--- src/rtl/logic_alu_pkg.sv ---
// Shared opcode encodings for the logic ALU slice.
// Imported by the arbiter top and its datapath.
package logic_alu_pkg;

  localparam logic [1:0] OP_AND = 2'b00;
  localparam logic [1:0] OP_OR  = 2'b01;
  localparam logic [1:0] OP_XOR = 2'b10;
  localparam logic [1:0] OP_BAD = 2'b11;

  localparam int INV_BIT = 2;

endpackage

--- src/rtl/inv_uinit_logic.sv ---
// Bitwise logic datapath: AND/OR/XOR with optional inversion.
// With no select active the result is all-zero (or all-one if inverted).
module inv_uinit_logic #(
  parameter int WIDTH = 8
) (
  input  logic [WIDTH-1:0] a,
  input  logic [WIDTH-1:0] b,
  input  logic             c_and,
  input  logic             c_or,
  input  logic             c_xor,
  input  logic             c_inv,
  output logic [WIDTH-1:0] y
);

  logic [WIDTH-1:0] r;

  always_comb begin
    r = ({WIDTH{c_and}} & (a & b))
      | ({WIDTH{c_or}}  & (a | b))
      | ({WIDTH{c_xor}} & (a ^ b));
    y = c_inv ? ~r : r;
  end

endmodule

--- src/rtl/rr_arbiter.sv ---
// Round-robin arbiter with a rotating start pointer.
// Grants at most one requester per cycle while enable is high.
module rr_arbiter #(
  parameter int N     = 2,
  parameter int IDX_W = 1
) (
  input  logic             clk,
  input  logic             rst_n,
  input  logic [N-1:0]     req,
  input  logic             enable,
  output logic [N-1:0]     gnt,
  output logic [IDX_W-1:0] gnt_idx
);

  logic [IDX_W-1:0] ptr;
  logic             found;

  always_comb begin
    int j;
    j       = 0;
    found   = 1'b0;
    gnt     = '0;
    gnt_idx = '0;
    for (int k = 0; k < N; k++) begin
      j = int'(ptr) + k;
      if (j >= N) j = j - N;
      if (!found && req[IDX_W'(j)]) begin
        found   = 1'b1;
        gnt_idx = IDX_W'(j);
      end
    end
    if (enable && found) gnt[gnt_idx] = 1'b1;
  end

  always_ff @(posedge clk or negedge rst_n) begin
    if (!rst_n) begin
      ptr <= '0;
    end else if (enable && found) begin
      ptr <= (gnt_idx == IDX_W'(N - 1)) ? '0 : gnt_idx + 1'b1;
    end
  end

endmodule

--- src/rtl/logic_unit_arbiter.sv ---
// Shares one logic datapath among NUM_REQ requesters with
// round-robin grant and a single registered response stage.
module logic_unit_arbiter
  import logic_alu_pkg::*;
#(
  parameter int WIDTH   = 8,
  parameter int NUM_REQ = 2,
  parameter int ID_W    = 1,
  parameter int CNT_W   = 16
) (
  input  logic                     clk,
  input  logic                     rst_n,
  input  logic [NUM_REQ-1:0]       req_valid,
  output logic [NUM_REQ-1:0]       req_ready,
  input  logic [3*NUM_REQ-1:0]     req_op,
  input  logic [WIDTH*NUM_REQ-1:0] req_a,
  input  logic [WIDTH*NUM_REQ-1:0] req_b,
  output logic                     rsp_valid,
  input  logic                     rsp_ready,
  output logic [WIDTH-1:0]         rsp_data,
  output logic [ID_W-1:0]          rsp_id,
  output logic                     rsp_err,
  output logic [CNT_W-1:0]         op_count
);

  logic [NUM_REQ-1:0] gnt;
  logic [ID_W-1:0]    gnt_idx;
  logic               stage_free;
  logic               enable;
  logic               accept;
  logic [2:0]         sel_op;
  logic [WIDTH-1:0]   sel_a;
  logic [WIDTH-1:0]   sel_b;
  logic [WIDTH-1:0]   y;
  logic               c_and;
  logic               c_or;
  logic               c_xor;
  logic               c_inv;
  logic               bad;

  // rst_n gate keeps req_ready low while reset is asserted
  assign stage_free = !rsp_valid || rsp_ready;
  assign enable     = rst_n && stage_free;
  assign accept     = |gnt;
  assign req_ready  = gnt;

  rr_arbiter #(
    .N     (NUM_REQ),
    .IDX_W (ID_W)
  ) u_arb (
    .clk     (clk),
    .rst_n   (rst_n),
    .req     (req_valid),
    .enable  (enable),
    .gnt     (gnt),
    .gnt_idx (gnt_idx)
  );

  always_comb begin
    sel_op = '0;
    sel_a  = '0;
    sel_b  = '0;
    for (int i = 0; i < NUM_REQ; i++) begin
      if (gnt[i]) begin
        sel_op = sel_op | req_op[3*i +: 3];
        sel_a  = sel_a  | req_a[WIDTH*i +: WIDTH];
        sel_b  = sel_b  | req_b[WIDTH*i +: WIDTH];
      end
    end
  end

  always_comb begin
    c_and = 1'b0;
    c_or  = 1'b0;
    c_xor = 1'b0;
    bad   = 1'b0;
    c_inv = sel_op[INV_BIT];
    unique case (1'b1)
      (sel_op[1:0] == OP_AND): c_and = 1'b1;
      (sel_op[1:0] == OP_OR):  c_or  = 1'b1;
      (sel_op[1:0] == OP_XOR): c_xor = 1'b1;
      (sel_op[1:0] == OP_BAD): bad   = 1'b1;
    endcase
  end

  inv_uinit_logic #(
    .WIDTH (WIDTH)
  ) u_logic (
    .a     (sel_a),
    .b     (sel_b),
    .c_and (c_and),
    .c_or  (c_or),
    .c_xor (c_xor),
    .c_inv (c_inv),
    .y     (y)
  );

  always_ff @(posedge clk or negedge rst_n) begin
    if (!rst_n) begin
      rsp_valid <= 1'b0;
      rsp_data  <= '0;
      rsp_id    <= '0;
      rsp_err   <= 1'b0;
      op_count  <= '0;
    end else begin
      if (accept) begin
        rsp_valid <= 1'b1;
        rsp_data  <= y;
        rsp_id    <= gnt_idx;
        rsp_err   <= bad;
      end else if (rsp_ready) begin
        rsp_valid <= 1'b0;
      end
      if (rsp_valid && rsp_ready) op_count <= op_count + 1'b1;
    end
  end

endmodule

--- config.mk ---
export PLATFORM = sky130hd
export DESIGN_NAME = logic_unit_arbiter
export DESIGN_NICKNAME = d
export VERILOG_FILES = /design/src/rtl/logic_alu_pkg.sv /design/src/rtl/inv_uinit_logic.sv /design/src/rtl/rr_arbiter.sv /design/src/rtl/logic_unit_arbiter.sv
export SDC_FILE = /design/constraint.sdc
export NUM_CORES = 1
export LEC_CHECK = 0
export CELL_PAD_IN_SITES_DETAIL_PLACEMENT = 0
export CELL_PAD_IN_SITES_GLOBAL_PLACEMENT = 1
export CORE_ASPECT_RATIO = 0.75
export CORE_UTILIZATION = 42
export CTS_CLUSTER_SIZE = 24
export DETAILED_ROUTE_END_ITERATION = 10
export DONT_BUFFER_PORTS = 1
export GPL_TIMING_DRIVEN = 0
export PLACE_DENSITY_LB_ADDON = 0.1
export RECOVER_POWER = 100
export SKIP_CTS_REPAIR_TIMING = 1
export SLEW_MARGIN = 20
export SYNTH_ARGS = -nofsm -noshare
export SYNTH_HDL_FRONTEND = slang
export SYNTH_HIERARCHICAL = 1
export SYNTH_SLANG_ARGS = --single-unit
--- constraint.sdc ---
create_clock -name clk -period 3.25 [get_ports clk]
set_input_delay 0.65 -clock clk [delete_from_list [all_inputs] [get_ports clk]]
set_output_delay 0.65 -clock clk [all_outputs]
set_load 0.1 [all_outputs]
### Word-level counts from Yosys, hierarchy flattened

Cells that the tools add are included.

| word-level totals | value |
|---|---|
| bits of input ports | 43 |
| register bits after elaboration | 28 |
| output and inout port bits | 29 |
| logic and storage cells | 70 |

| cells by class | value |
|---|---|
| add/subtract/negate cells | 5 |
| magnitude comparators | 6 |
| mux-type cells | 27 |
| reductions and logical operators | 11 |
| bitwise gates (word level) | 12 |
| equal/unequal tests | 3 |

Operator list:

| cell | number |
|---|---|
| $mux 8 | 5 |
| $or 8x8->8 | 5 |
| $and 8x8->8 | 4 |
| $mux 1 | 18 |
| $add 16x1->16 const B | 1 |
| $not 8->8 | 1 |
| $xor 8x8->8 | 1 |
| $lt 1x3->1 const B | 2 |
| $mux 3 | 2 |
| $logic_and 1x1->1 | 5 |
| $eq 2x2->1 const B | 2 |
| $or 3x3->3 | 1 |
| $add 1x1->2 const B | 1 |
| $eq 2x1->1 const B | 1 |
| $ge 1x2->1 const B | 1 |
| $ge 2x2->1 const B | 1 |
| $logic_not 1->1 | 2 |
| $logic_not 2->1 | 1 |
| $lt 1x2->1 const B | 1 |
| $mux 2 | 1 |
| $reduce_bool 2->1 | 1 |
| $reduce_or 2->1 | 1 |
| $sub 1x1->1 const B | 2 |
| $add 1x1->1 const B | 1 |
| 3 further kinds | 3 |

### Longest topological paths before layout

| logic depth | value |
|---|---|
| word-level depth | 24 |
| depth in mapped cells | 12 |
| depth with buffers taken out | 11 |

### Hierarchy

Netlist, hierarchy kept.

By module, submodules not included:

| module | sequential area each (sq um) | area each (sq um) | times used | cells each |
|---|---|---|---|---|
| logic_unit_arbiter | 675.6 | 1367.6 | 1 | 120 |
| inv_uinit_logic | 0.0 | 455.4 | 1 | 60 |
| rr_arbiter | 25.0 | 58.8 | 1 | 6 |

### Worst setup path after synthesis

Ideal clock, no wire load.

| timing path | value |
|---|---|
| kind | reg2reg |
| from | reg rsp_valid |
| to | reg rsp_data[0] |
| cell stages (with the launch flop) | 12 |
| required time | 3.124 ns |
| clock period less this slack | 4.351 ns |
| arrival | 4.225 ns |
| path slack | -1.101 ns |
| setup time | 0.126 ns |
| path buffers | 1 |
| cells stage by stage | dfrtp_1 nand2b_1 and2_1 nand2_2 nor2_1 clkbuf_1 a22o_1 inv_1 ha_1 a222oi_1 xnor2_1 mux2_2 |

| on the way | value |
|---|---|
| elaborated cells between the ends (all ways) | 31 |
| classes of those cells | 2 x eq/ne; 11 x mux; 12 x bitwise; 6 x reduce/logical |

RTL lines:

| item | RTL line | text |
|---|---|---|
| start: declaration | logic_unit_arbiter.sv:18 | `output logic rsp_valid,` |
| start signal: assignment | logic_unit_arbiter.sv:100 | `rsp_valid <= 1'b0;` |
| start signal: assignment | logic_unit_arbiter.sv:107 | `rsp_valid <= 1'b1;` |
| start signal: assignment | logic_unit_arbiter.sv:112 | `rsp_valid <= 1'b0;` |
| $logic_not 1->1 (*) | logic_unit_arbiter.sv:42 | `assign stage_free = !rsp_valid \|\| rsp_ready;` |
| $logic_or 1x1->1 (*) | logic_unit_arbiter.sv:42 |  |
| $logic_and 1x1->1 (*) | logic_unit_arbiter.sv:43 | `assign enable = rst_n && stage_free;` |
| named net enable | logic_unit_arbiter.sv:29 | `logic enable;` |
| $logic_and 1x1->1 (*) | rr_arbiter.sv:32 | `if (enable && found) gnt[gnt_idx] = 1'b1;` |
| $mux 2 (*) | rr_arbiter.sv:32 |  |
| named net req_ready[0] | logic_unit_arbiter.sv:14 | `output logic [NUM_REQ-1:0] req_ready,` |
| $mux 8 (*) | logic_unit_arbiter.sv:64 | `if (gnt[i]) begin` |
| (+2 left out) | n/a |  |
| named net sel_a[0] | logic_unit_arbiter.sv:32 | `logic [WIDTH-1:0] sel_a;` |
| $and 8x8->8 or $or 8x8->8 (tied branches) | inv_uinit_logic.sv:18, inv_uinit_logic.sv:19 |  |
| $and 8x8->8 (on tied branches) | inv_uinit_logic.sv:18, inv_uinit_logic.sv:19 |  |
| $or 8x8->8 | inv_uinit_logic.sv:19 | `\| ({WIDTH{c_or}} & (a \| b))` |
| $or 8x8->8 (*) | inv_uinit_logic.sv:20 | `\| ({WIDTH{c_xor}} & (a ^ b));` |
| $not 8->8 | inv_uinit_logic.sv:21 | `y = c_inv ? ~r : r;` |
| $mux 8 (*) | inv_uinit_logic.sv:21 |  |
| named net y[0] | logic_unit_arbiter.sv:34 | `logic [WIDTH-1:0] y;` |
| end signal: assignment | logic_unit_arbiter.sv:108 | `rsp_data <= y;` |
| end: declaration | logic_unit_arbiter.sv:20 | `output logic [WIDTH-1:0] rsp_data,` |

Mark *: on every way through the listed nets, which the timed path passes. The rest lies on a longest branch.
A chain may end at the register's enable or synchronous reset.

### Final worst setup path

| timing path | value |
|---|---|
| from | reg rsp_valid |
| to | reg rsp_data[5] |

Same word-level chain as after synthesis.

==> metrics <==
maximum clock frequency between 0.3 and 0.4 GHz; CTS max path bufs 2; fin nets 261; Routed WL about 4000 um; Crit Path Category flip-flop to flip-flop; critical path fanouts, max 6; share of Yosys cell area claimed by the top area cell type 0.372; chip width 79.3 um; DR pass1 iterations 4; Critical Path RT 3420 ps; Main synth FF type dfrtp_1; worst path cell trace nand2b_4 > and2_4 > nand2_4 > nor2_4 > buf_6 > a22o_1 > inv_1 > ha_1 > a222oi_1 > xnor2_1 > mux2_2; Layout area overhead 14.3%; layout filler cell count 376; Clock Tree Root clkbuf_8; Sequential cell area 704 um^2; CP Launch Type flip-flop; share of cells above drive strength 1 0.200; ANT cells 0; Peak VDD IR 0.802 mV; synthesized area 0.00188 mm^2; register bit count reported by yosys 28; initial DRC count 65; Total GRT Usage 0.165; most frequent cell after synthesis dfrtp_1; status complete, no violations; Static Leak 1.03 nW; Fin. Hold Viols 0; Setup Total Neg Slack 0 ps; CP startpoint rsp_valid$_DFFE_PN0P_; worst hold path class input port to async pin; top cells by area, synth dfrtp_1 37%, ha_1 11%, xnor2_1 8.8%; Netlist cell types 31; number of port buffers 0; start of the worst register-to-register path rsp_valid$_DFFE_PN0P_; Critical-path top delay cell dfrtp_4; CP endpoint kind flip-flop; largest net degree at the start of global routing 30; # DRC 0; final instance area 0.00215 mm^2; Final Power 0.00186 W; area of the die 0.00476 mm^2; Final ANT Viol Nets 0; Slew Limit Fails 0; slew at the pin with the worst max-slew slack 1060 ps; RSZ-0062 raised after global routing true; Post-synth top cells 28 x dfrtp_1, 25 x inv_1, 19 x xnor2_1, 18 x a22o_1, 17 x ha_1; synth warn 6; Worst slew margin 0.296; row count 20; initial antenna violation count 0; TritonCTS Buffers 3; Seq/Total Area, Yosys 0.372; Setup Viol. Count Final 0; Multi-input gate area 0.00109 mm^2; number of flops mapped to enable cells by yosys 0; Die Y-Extent roughly 60 um; I/O pin cnt 72; total power divided by cell area 864 mW/mm^2; Mapped Avg Cell Area 10.1 um^2; asr flop ratio synth 1.00; final core occ 0.515; Skew-Pair Late Insertion Delay 280 ps; gr ovfl total 0; DR vias between 1000 and 1500; largest area contributor in the netlist dfrtp_1; RePlAce Congestion about 0.74; vias in the first global route 1314; max cap viols 0; core box area 0.00418 mm^2; HPWL Detailed 2960 um; H-Tree Depth 1; DP Area 0.00196 mm^2; largest incremental delay on the critical path ~650 ps; clk sink count 28; CP arrival around 3400 ps; first-pass GRT wire length 6000 um; vias per std cell 5.56; CTS clock-pin slew for the worst setup and hold paths 100 ps; Tmin final 3200 ps; Syn Inst Count 186; Starting Density 0.450; CTS tree done; routed length per placed instance ~16 um; syn_nets 246; Clock Skew 14.2 ps; Tcrit/Tclk final 0.986
## layout by cell type, fill, tap and decap left out, types with 2 or more instances in the layout
cell      instances
xor2_1            5
nand2_1           8
dfrtp_1          27
nand4_1           4
a222oi_1          8
clkbuf_8          3
inv_1            25
o21ai_0           3
xnor2_1          19
and4_1            2
a22o_1           18
buf_4             8
nand3_1           4
clkbuf_1          3
a31oi_1           2
a21oi_1           2
and2_2            2
nor2_1            7
mux2_2            9
buf_6             3
buf_2             2
ha_1             17
## kinds of logic after synthesis
group           Yosys count  synth area share
simple gates             38             0.120
xor+xnor                 24             0.112
buf+inv                  34            0.0685
compound gates           35             0.155
mux                      10            0.0598
fa+ha+maj                17             0.113
flops                    28             0.372
## worst max-delay path: cells and delay by family (launching register included)
kind,cells,cell delay (ps)
flip-flops,1,650
XOR/XNOR,1,120
AO/OA/AOI/OAI,2,580
multiplexers,1,270
adder cells (fa/ha/maj),1,280
AND/OR/NAND/NOR,4,950
buffers and inverters,2,260
## routing by layer
layer / GRT usage / wire [um] / up-vias
li1: - / - / 680
met1: 0.217 / 1880 / 690
met2: 0.270 / 1790 / 46
met3: 0.0641 / 281 / 2
met4: 0.0156 / 10 / 0
met5: 0 / 0 / -
## report_power, final
part	leakage [nW]	switching, W	internal (W)
Combinational	0.623	0.000217	0.000219
Sequential	0.372	0.000727	0.000427
Clock	0.0357	0.000105	0.000165
## worst paths after layout
check                                                to  cells after the start  slack [ps]
worst min-delay path            op_count[5]$_DFFE_PN0P_                      0          50
min in group clk                  rsp_valid$_DFFE_PN0P_                      2         550
worst max-delay path            rsp_data[5]$_DFFE_PN0P_                     11          50
worst min register to register    u_arb/ptr$_DFFE_PN0P_                      1         670
max in group asynchronous         rsp_valid$_DFFE_PN0P_                      0        3100
worst max register to register  rsp_data[5]$_DFFE_PN0P_                     11          50
## registers in the layout, indices dropped and copies added (netlist names)
name	count
op_count	16
rsp_data	8
rsp_err	1
rsp_id	1
rsp_valid	1
u_arb/ptr	1
## stage by stage
stage	hold WS [ps]	setup WS, ps	instances
final	53.1	47.1	255
after global routing	29.1	-72.9	255
after CTS	48.3	-332	245
after detailed placement	355	-327	241
after global placement	355	-274	241
after floorplan	354	18.3	186
## final cells by class
class / count / share of cell area
Multi-Input combinational cell: 125 / 0.506
Sequential cell: 28 / 0.328
Inverter: 25 / 0.0436
Timing Repair Buffer: 9 / 0.0332
Tap cell: 55 / 0.0320
Buffer: 9 / 0.0244
Clock buffer: 3 / 0.0192
Clock inverter: 1 / 0.0140
No activity file was read; power rests on OpenSTA's default activity.
